--- src/rtl/deadtime_bank_controller.sv ---
// Dead-time bank supervisor: start-up sequencing, shutdown gating and sync-aligned dead-time commits.
// Build option: DEADTIME_PRECHARGE_EN adds the bootstrap PRECHARGE state and its counter.
module deadtime_bank_controller #(
  parameter int N_CHANNELS = 3,
  parameter int DT_WIDTH = 16,
  parameter int PRECHARGE_WIDTH = 16,
  parameter logic [DT_WIDTH-1:0] DEFAULT_DT = DT_WIDTH'(50),
  localparam int CH_W = (N_CHANNELS > 1) ? $clog2(N_CHANNELS) : 1
) (
  input  logic clock,
  input  logic reset,
  input  logic start,
  input  logic stop,
  input  logic fault,
  input  logic fault_clear,
  input  logic sync,
  input  logic [PRECHARGE_WIDTH-1:0] precharge_cycles,
  input  logic cfg_valid,
  output logic cfg_ready,
  input  logic [CH_W-1:0] cfg_channel,
  input  logic [DT_WIDTH-1:0] cfg_deadtime,
  output logic cfg_error,
  output logic [N_CHANNELS-1:0] dt_enable,
  output logic [N_CHANNELS*DT_WIDTH-1:0] dt_value,
  output logic [N_CHANNELS-1:0] mask_a,
  output logic [N_CHANNELS-1:0] mask_b,
  output logic [2:0] state,
  output logic fault_latched
);

  localparam logic [2:0] S_IDLE      = 3'd0;
  localparam logic [2:0] S_PRECHARGE = 3'd1;
  localparam logic [2:0] S_ARMED     = 3'd2;
  localparam logic [2:0] S_RUNNING   = 3'd3;
  localparam logic [2:0] S_STOPPING  = 3'd4;
  localparam logic [2:0] S_FAULT     = 3'd5;

  logic [2:0] state_q;
  logic [2:0] state_d;

  logic [N_CHANNELS-1:0] en_d;
  logic [N_CHANNELS-1:0] ma_d;
  logic [N_CHANNELS-1:0] mb_d;

  logic pending;
  logic [CH_W-1:0] sh_ch;
  logic [DT_WIDTH-1:0] sh_dt;
  logic [DT_WIDTH-1:0] active [N_CHANNELS];

  logic hs;
  logic ch_ok;
  logic sync_dom;
  logic commit;

`ifdef DEADTIME_PRECHARGE_EN
  logic [PRECHARGE_WIDTH-1:0] pc_cnt;

  always_ff @(posedge clock) begin
    if (reset) begin
      pc_cnt <= '0;
    end else if (state_q == S_IDLE && state_d == S_PRECHARGE) begin
      pc_cnt <= (precharge_cycles == '0) ? PRECHARGE_WIDTH'(1)
                                         : precharge_cycles;
    end else if (state_q == S_PRECHARGE) begin
      pc_cnt <= pc_cnt - PRECHARGE_WIDTH'(1);
    end
  end
`else
  logic unused_pc;
  assign unused_pc = ^precharge_cycles;
`endif

  always_ff @(posedge clock) begin
    if (reset) state_q <= S_IDLE;
    else       state_q <= state_d;
  end

  // fault outranks everything, then stop, then start
  always_comb begin
    state_d = state_q;
    if (fault) begin
      state_d = S_FAULT;
    end else begin
      case (state_q)
        S_IDLE: begin
          if (!stop && start) begin
`ifdef DEADTIME_PRECHARGE_EN
            state_d = S_PRECHARGE;
`else
            state_d = S_ARMED;
`endif
          end
        end
`ifdef DEADTIME_PRECHARGE_EN
        S_PRECHARGE: begin
          if (stop)                             state_d = S_IDLE;
          else if (pc_cnt <= PRECHARGE_WIDTH'(1)) state_d = S_ARMED;
        end
`endif
        S_ARMED: begin
          if (stop)      state_d = S_IDLE;
          else if (sync) state_d = S_RUNNING;
        end
        S_RUNNING:  if (stop) state_d = S_STOPPING;
        S_STOPPING: if (sync) state_d = S_IDLE;
        S_FAULT:    if (fault_clear) state_d = S_IDLE;
        default:    state_d = S_FAULT;
      endcase
    end
  end

  always_comb begin
    en_d = '0;
    ma_d = '0;
    mb_d = '0;
    unique case (1'b1)
      (state_d == S_RUNNING),
      (state_d == S_STOPPING): begin
        en_d = '1;
        ma_d = '1;
        mb_d = '1;
      end
      (state_d == S_PRECHARGE): mb_d = '1;
      default: ;
    endcase
  end

  always_ff @(posedge clock) begin
    if (reset) begin
      dt_enable     <= '0;
      mask_a        <= '0;
      mask_b        <= '0;
      fault_latched <= 1'b0;
    end else begin
      dt_enable     <= en_d;
      mask_a        <= ma_d;
      mask_b        <= mb_d;
      fault_latched <= (state_d == S_FAULT);
    end
  end

  assign state     = state_q;
  assign cfg_ready = ~pending;

  assign hs       = cfg_valid & ~pending;
  assign ch_ok    = int'(cfg_channel) < N_CHANNELS;
  assign sync_dom = (state_q == S_ARMED) || (state_q == S_RUNNING) ||
                    (state_q == S_STOPPING);
  // outside the gated states nothing is switching, so commit at once
  assign commit   = pending & (~sync_dom | sync);

  always_ff @(posedge clock) begin
    if (reset) begin
      pending   <= 1'b0;
      cfg_error <= 1'b0;
      sh_ch     <= '0;
      sh_dt     <= DEFAULT_DT;
      for (int k = 0; k < N_CHANNELS; k++) active[k] <= DEFAULT_DT;
    end else begin
      cfg_error <= hs & ~ch_ok;
      if (commit) begin
        active[sh_ch] <= sh_dt;
        pending       <= 1'b0;
      end
      if (hs && ch_ok) begin
        pending <= 1'b1;
        sh_ch   <= cfg_channel;
        sh_dt   <= (cfg_deadtime == '0) ? DT_WIDTH'(1) : cfg_deadtime;
      end
    end
  end

  for (genvar k = 0; k < N_CHANNELS; k++) begin : g_dt
    assign dt_value[k*DT_WIDTH +: DT_WIDTH] = active[k];
  end

endmodule
--- config.mk ---
export PLATFORM = sky130hd
export DESIGN_NAME = deadtime_bank_controller
export DESIGN_NICKNAME = d
export VERILOG_FILES = /design/src/rtl/deadtime_bank_controller.sv
export SDC_FILE = /design/constraint.sdc
export NUM_CORES = 1
export LEC_CHECK = 0
export BUFFER_PORTS_ARGS = -buffer_cell sky130_fd_sc_hd__buf_2
export CAP_MARGIN = 10
export CORE_UTILIZATION = 53
export CTS_CLUSTER_SIZE = 30
export DETAILED_ROUTE_END_ITERATION = 10
export PLACE_DENSITY = 0.82
export SLEW_MARGIN = 20
export SYNTH_ARGS = -nofsm -noshare
export SYNTH_HDL_FRONTEND = slang
export SYNTH_SLANG_ARGS = --single-unit
--- constraint.sdc ---
create_clock -name clock -period 3.9 [get_ports clock]
set_input_delay 0.39 -clock clock [delete_from_list [all_inputs] [get_ports clock]]
set_output_delay 0.39 -clock clock [all_outputs]
set_load 0.1 [all_outputs]
==> flow_summary.toml, run 1 <==
[setup_path]
endpoint_kind = "flop"
worstSetupStartpointType = "flop"
path_class = "reg2reg"
worstPathMaxFanout = 31
required_ps = 3960
worstPathArrival_ps = 2210

[clock_tree]
clock_latency_ps = 340
clock_sinks = 74
hold_buffers = 0
clkTransAtPathRegs_ps = 70
cts_tree = "done"
cts_root_buffer = "clkbuf_8"
cts_max_path_buffers = 2
cts_resized = 0
post_cts_buffers = 0
cts-buffers-inserted = 9
h-tree-depth = 3

[die]
core_um2 = 5510
dieArea_um2 = 6000
die_h_um = 77.4
start_util_pct = 54.8
die_w_um = 77.4
rows = 27
ioPinCount = 105

[layout]
synthToLayoutAreaGrowth_pct = 20.8
fin_util_pct = 66.2
nets = 363
fillerInstances = 425
antenna_cells = 0
final_cell_area_um2 = 3640
drive_above_1_share_pct = 33.4

[timing]
worst_hold_slack_ps = 292
fmax_mhz = 464
rsz0062_at_grt = "no"
hold_viol = 0
finalSetupViolCount = 0
setup_tns_ps = 0
slew_violations = 0
fin_crit_sh_pct = 55.3
period_needed_ps = 2160
skew_ps = 11.5
slew_headroom_pct = 32.6
tightest_slew_ps = 1010

[detailed_routing]
drc_errors = 0
wirelength_um = 6050
drt_iter0_markers = 135
wire_per_inst_um = 15.2
dr.pass1.iters = 5
post_drt_via_cell_ratio = 5.55
antenna_left = 0
num_vias = 2208

[synthesis]
ys_types = 33
synth_area_leaders = "edfxtp_1 (48%), dfxtp_1 (17%), nor3b_1 (10%)"
ys_seq_elements = 74
yosysMostFrequentCell = "edfxtp_1"
yosysTopAreaCell = "edfxtp_1"
synth_edf_count = 48
seq_area_frac_synth_pct = 65.1
synth_common_cells = "edfxtp_1 (48), nor3b_1 (41), dfxtp_1 (26)"
synthFlopType = "edfxtp_1"
synth_cells = 241
synthArstFlopShare_pct = 0
syn_area_um2 = 3020
ys_warn_count = 0
yosys.area.top_type_share_pct = 47.8
synth.avg_cell_area_um2 = 12.5
synth_nets = 283

[global_route]
grt_pass1_vias = 1935
grt_use_total_pct = 21.2
grt_pass1_wl_um = 9580
antenna_found_initial = 0
grt_overflow = 0
grt_max_degree = 32

[placement]
gp_congestion = 0.778
port_buffers = 88
placed_cell_area_um2 = 3430
dp_hpwl_um = 4130

[power_and_ir_drop]
power.leakage_nw = 1.37
p_per_area_nw_per_um2 = 493
ir_worst_vdd_mv = 0.256

[hold_path]
hold_class = "in2reg"

[run]
maxCapViolations = 0

[status]
status = "completed"
## logic make-up (layout without fill, tap and decap cells)
logic type	count (synthesis)	after routing	synth area share, %
simple gates	99	99	21.0
flops	74	74	65.1
compound gates	43	43	8.84
buf+inv	25	110	5.15
## cell type report
| cell class | count | area, µm² | area share, % |
|---|---|---|---|
| sequential | 74 | 1960 | 53.8 |
| multi-input combinational | 142 | 898 | 24.7 |
| timing repair buffer | 92 | 470 | 12.9 |
| clock buffer | 12 | 166 | 4.57 |
| tap | 72 | 90.1 | 2.47 |
| clock inverter | 4 | 48.8 | 1.34 |
| inverter | 2 | 7.51 | 0.206 |
## final timing paths
| path | startpoint | to | slack [ps] | depth (start not counted) |
|---|---|---|---|---|
| worst max-delay path | state[2] | active[1][6] | 1740 | 4 |
| worst max register to register | state[2] | active[1][6] | 1740 | 4 |
| worst min register to register | sh_ch[0] | sh_ch[0] | 520 | 2 |
| worst min-delay path | start | state[1] | 290 | 3 |
## metal layers
layer  wire length [µm]  vias up  share of wire (%)  global-route usage, %
met5                  0        -                  0                      0
met4                115        0                1.9                   11.7
met3                360       10                5.9                   3.29
met2               2950      106                 49                   33.0
met1               2630     1032                 43                   28.6
li1                   -     1060                  -                      -
## registers in the layout (all words and copies together), names as in the netlist
name           count
pending            1
active            48
mask_b             1
state              3
cfg_error          1
fault_latched      1
sh_dt             16
mask_a             1
sh_ch              2
## where the power goes
part           switching [W]  leakage, nW  internal (W)
clock               0.000262        0.111      0.000351
sequential         0.0000235        0.680      0.000866
combinational       0.000238        0.574     0.0000542
total               0.000524         1.37       0.00127
## stage by stage
step / cells / power, W / worst slack, ps
6_report: 398 / 0.00179 / 1740
5_1_grt: 398 / 0.00184 / 1580
4_1_cts: 398 / 0.00180 / 1750
3_5_place_dp: 382 / 0.00120 / 1580
3_3_place_gp: 382 / 0.00119 / 1690
2_1_floorplan: 241 / 0.00114 / 1130
## worst max-delay path: stages (launching register included)
cell     delay, ps
dfxtp_1        450
or3b_4         450
a21oi_4        480
buf_4          380
nor3b_1        100
## cell usage in the layout, fill, tap and decap left out, types with 3 or more instances in the layout
master,count
buf_2,88
edfxtp_1,48
nor3b_1,41
dfxtp_1,26
a21oi_1,16
nand3_1,14
o21ai_0,13
or3_1,10
clkbuf_8,10
nor2_1,6
nor2b_1,4
nand2_1,4
a211o_1,4
nor4_1,4
nor3_1,4
buf_4,4
o21bai_1,3
and3_1,3
a211oi_1,3
Power figures use the tool's default switching activity.
==> run 2: changes to the inputs <==
--- a/config.mk
+++ b/config.mk
@@ -7,10 +7,10 @@
 export LEC_CHECK = 0
 export BUFFER_PORTS_ARGS = -buffer_cell sky130_fd_sc_hd__buf_2
 export CAP_MARGIN = 10
-export CORE_UTILIZATION = 53
+export CORE_UTILIZATION = 49
 export CTS_CLUSTER_SIZE = 30
 export DETAILED_ROUTE_END_ITERATION = 10
-export PLACE_DENSITY = 0.82
+export PLACE_DENSITY = 0.77
 export SLEW_MARGIN = 20
 export SYNTH_ARGS = -nofsm -noshare
 export SYNTH_HDL_FRONTEND = slang
==> constraint.sdc (replaced) <==
create_clock -name clock -period 2.1 [get_ports clock]
set_input_delay 0.21 -clock clock [delete_from_list [all_inputs] [get_ports clock]]
set_output_delay 0.21 -clock clock [all_outputs]
set_load 0.1 [all_outputs]
==> flow_summary.toml, run 2 (synthesis results as in run 1) <==
[status]
status = "completed"

[setup_path]
worstPathMaxFanout = 16
ff2ff_path_depth = 3
required_ps = 2070
worstPathArrival_ps = 1750
endpoint_kind = "flop"
reg2reg_to = "active[1][7]"
path_class = "reg2reg"
worstSetupStartpointType = "flop"
r2r_slack_ps = 310
worstReg2RegStart = "pending"

[die]
ioPinCount = 105
start_util_pct = 50.9
core_um2 = 5920
rows = 28
die_w_um = 80.4
die_h_um = 80.4
dieArea_um2 = 6470

[global_route]
antenna_found_initial = 0
grt_pass1_vias = 1992
grt_use_met2_pct = 29.6
met1_usage_pct = 28.1
grtUsageMet3_pct = 4.66
grt_max_degree = 32
grt_use_total_pct = 20.1
grt-busiest-layer = "met2"
grt_pass1_wl_um = 9670
grt_overflow = 0

[timing]
fmax_mhz = 559
rsz0062_at_grt = "no"
period_needed_ps = 1790
setup_slack_ps = 311
skew_ps = 10.5
setup_tns_ps = 0
tightest_slew_ps = 837
slew_headroom_pct = 44.1
fin_crit_sh_pct = 85.2
finalSetupViolCount = 0
slew_violations = 0
hold_viol = 0

[layout]
synthToLayoutAreaGrowth_pct = 21.5
largest-register = "active"
drive_above_1_share_pct = 36.2
largest_reg_flops = 48
final_common_cell = "buf_2"
nets = 366
final_cell_mix = "buf_2 (88), edfxtp_1 (48), nor3b_1 (41)"
register_area_um2 = 1970
multiInputGateArea_um2 = 910
fillerInstances = 479
antenna_cells = 0

[detailed_routing]
num_vias = 2177
antenna_left = 0
drc_errors = 0
drt_iter0_markers = 113
wire_per_inst_um = 15.3
dr.pass1.iters = 5
wirelength_um = 6160
post_drt_via_cell_ratio = 5.39

[clock_tree]
h-tree-depth = 3
clkTransAtPathRegs_ps = 70
cts-buffers-inserted = 9
clock_latency_ps = 340
cts_max_path_buffers = 2
clock_sinks = 74
cts_root_buffer = "clkbuf_8"
post_cts_buffers = 0
hold_buffers = 0
cts_tree = "done"
cts_resized = 0

[placement]
dp_hpwl_um = 4330
gp_congestion = 0.810
pre_cts_slack_ps = 296
port_buffers = 88

[hold_path]
worstHoldStart = "start"
holdPathStages = 3
hold_end = "state[1]"
hold_class = "in2reg"

[power_and_ir_drop]
ir_worst_vdd_mv = 0.438
power.leakage_nw = 1.38
p_per_area_nw_per_um2 = 889

[run]
maxCapViolations = 0
## run 2: worst max-delay path, cell delays in order (launching register included)
cell,delay [ps]
dfxtp_1,440
nor2b_1,200
nand3b_1,120
o21bai_2,650
## run 2: where the power goes
| group | internal (W) | switching (W) | total (W) |
|---|---|---|---|
| Combinational | 0.000104 | 0.000443 | 0.000547 |
| Clock | 0.000546 | 0.000512 | 0.00106 |
| Sequential | 0.00161 | 0.0000423 | 0.00165 |
## run 2: layer usage
| metal | vias to the layer above | routed length, µm |
|---|---|---|
| li1 | 1062 | - |
| met5 | - | 0 |
| met4 | 0 | 129 |
| met3 | 13 | 394 |
| met1 | 1025 | 2840 |
| met2 | 77 | 2800 |
## run 2: worst max-delay path by stage
stage                   from       endpoint
global placement    state[2]  active[2][11]
CTS                  pending  active[1][14]
detailed placement   pending   active[1][9]
global route         pending   active[1][2]
finish               pending   active[1][7]
floorplan           state[2]   active[0][0]
## run 2: cell type report
type | instances | area share [%]
flip-flops and latches | 74 | 53.7
multi-input cells | 142 | 24.8
repair buffers | 95 | 13.5
clock buffers | 9 | 3.38
well taps | 75 | 2.56
clock inverters | 7 | 1.91
inverters | 2 | 0.205
## run 2: stage by stage
step                      hold slack (ps)  cells  total power [W]  instance area (µm²)  util (%)
after floorplan                       355    241          0.00213                 3030         -
after global placement                453    388          0.00222                 3470      58.6
after detailed placement              461    388          0.00223                 3470      58.6
after CTS                             102    404          0.00327                 3660      61.9
after global routing                  140    404          0.00336                 3660      61.9
final                                 109    404          0.00326                 3660      61.9
==> run 3: changes to the inputs <==
--- a/config.mk
+++ b/config.mk
@@ -5,6 +5,7 @@
 export SDC_FILE = /design/constraint.sdc
 export NUM_CORES = 1
 export LEC_CHECK = 0
+export ABC_AREA = 1
 export BUFFER_PORTS_ARGS = -buffer_cell sky130_fd_sc_hd__buf_2
 export CAP_MARGIN = 10
 export CORE_UTILIZATION = 49
==> flow_summary.toml, run 3 <==
[layout]
antenna_cells = 0
register_area_um2 = 1970
multiInputGateArea_um2 = 699
nets = 398
synthToLayoutAreaGrowth_pct = 23.5
largest-register = "active"
final_common_cell = "buf_2"
fillerInstances = 474
drive_above_1_share_pct = 34.3
final_cell_area_um2 = 3590
largest_reg_flops = 48
final_cell_mix = "buf_2 (88), nor2_1 (65), edfxtp_1 (48)"

[synthesis]
yosys.area.top_type_share_pct = 49.5
synth_cells = 266
synth_common_cells = "nor2_1 (65), edfxtp_1 (48), inv_1 (34)"
synth_edf_count = 48
syn_area_um2 = 2910
yosysTopAreaCell = "edfxtp_1"
synthArstFlopShare_pct = 0
seq_area_frac_synth_pct = 67.4
synthFlopType = "edfxtp_1"
synth_area_leaders = "edfxtp_1 (50%), dfxtp_1 (18%), nor2_1 (8.4%)"
ys_warn_count = 0
synth.avg_cell_area_um2 = 10.9
yosysMostFrequentCell = "nor2_1"
ys_types = 24
synth_nets = 308
ys_seq_elements = 74

[setup_path]
worstPathArrival_ps = 1820
worstSetupStartpointType = "flop"
required_ps = 2150
worstPathMaxFanout = 13
path_cells = "inv_1 -> nand2_2 -> nor2_2 -> a21oi_4 -> nand3_4 -> nand2_1 -> buf_12"
endpoint_kind = "flop"
path_class = "reg2reg"
max_stage_delay_ps = 370
slowest_stage = "a21oi_4"

[placement]
port_buffers = 88
dp_hpwl_um = 4110
gp_congestion = 0.793
pre_cts_slack_ps = 326
placed_cell_area_um2 = 3410

[clock_tree]
cts_resized = 0
h-tree-depth = 3
clkTransAtPathRegs_ps = 70
clock_sinks = 74
cts-buffers-inserted = 9
post_cts_buffers = 0
hold_buffers = 0
clock_latency_ps = 340
cts_max_path_buffers = 2
cts_tree = "done"
cts_root_buffer = "clkbuf_8"

[status]
status = "completed"

[timing]
fmax_mhz = 564
skew_ps = 6.86
period_needed_ps = 1770
setup_tns_ps = 0
rsz0062_at_grt = "no"
fin_crit_sh_pct = 84.5
slew_violations = 0
setup_slack_ps = 326
slew_headroom_pct = 67.5
hold_viol = 0
finalSetupViolCount = 0
tightest_slew_ps = 492

[power_and_ir_drop]
p_comb_share_pct = 19.7
clkPwrFrac_pct = 31.3
swShare_pct = 32.4
p_int_w = 0.00227
ir_worst_vdd_mv = 0.472
power.leakage_nw = 1.53
p_switching_w = 0.00108
seqPwrFrac_pct = 49.0
p_per_area_nw_per_um2 = 933

[global_route]
antenna_found_initial = 0
grt_use_total_pct = 19.4
grt_pass1_vias = 2030
grt_overflow = 0
grt_max_degree = 25
grt_pass1_wl_um = 9060

[detailed_routing]
drc_errors = 0
antenna_left = 0
wire_per_inst_um = 13.1
drt_iter0_markers = 105
dr.pass1.iters = 4
num_vias = 2107
post_drt_via_cell_ratio = 4.87
wirelength_um = 5670

[die]
dieArea_um2 = 6250
die_w_um = 79.1
rows = 27
ioPinCount = 105
start_util_pct = 51.9
core_um2 = 5610
die_h_um = 79.1

[hold_path]
hold_class = "in2reg"

[run]
maxCapViolations = 0
[run 3: final timing paths]
check                  start            to  slack (ps)  depth (start not counted)
max                 state[2]  active[0][6]         330                          7
min          cfg_deadtime[1]      sh_dt[1]         110                          3
max reg2reg         state[2]  active[0][6]         330                          7
min reg2reg         sh_dt[4]      sh_dt[4]         480                          2
[run 3: logic make-up (layout without fill, tap and decap cells)]
logic type             count (synthesis)  in the layout  share of synthesized area (%)
DFF                                   74             74                           67.4
AOI/OAI and AO/OA                     32             32                           6.62
buffers and inverters                 52            147                           8.56
and+or+nand+nor                      108            108                           17.4
[run 3: stage by stage]
stage / hold slack (ps) / util, % / std cells / total power, W
floorplan: 288 / - / 266 / 0.00222
global placement: 444 / 60.8 / 417 / 0.00233
detailed placement: 452 / 60.8 / 417 / 0.00234
CTS: 98.0 / 64.1 / 433 / 0.00338
global route: 125 / 64.1 / 433 / 0.00347
finish: 115 / 64.1 / 433 / 0.00335
[run 3: worst max-delay path, delay by kind of cell (launching register included)]
family                 cells  cell delay, ps
AOI/OAI and AO/OA          1             370
buffers and inverters      2             240
DFF                        1             350
and+or+nand+nor            4             520
[run 3: power by group through the flow]
stage	clock, W	sequential, W	combinational (W)
after CTS	0.00107	0.00164	0.000664
final	0.00105	0.00164	0.000662
after floorplan	0	0.00199	0.000232
after global placement	0	0.00167	0.000655
after detailed placement	0	0.00168	0.000662
after global routing	0.00112	0.00165	0.000695
[run 3: cell type report]
type / instances / area share, %
Inverter: 35 / 3.65
Sequential cell: 74 / 54.9
Timing Repair Buffer: 96 / 14.3
Clock inverter: 5 / 1.57
Tap cell: 72 / 2.51
Multi-Input combinational cell: 140 / 19.5
Clock buffer: 11 / 3.65
[run 3: per-layer routing]
| metal | GRT usage, % | wire [µm] |
|---|---|---|
| met5 | 0 | 0 |
| met4 | 10.2 | 104 |
| met3 | 5.52 | 410 |
| met2 | 32.0 | 2740 |
| met1 | 23.1 | 2410 |
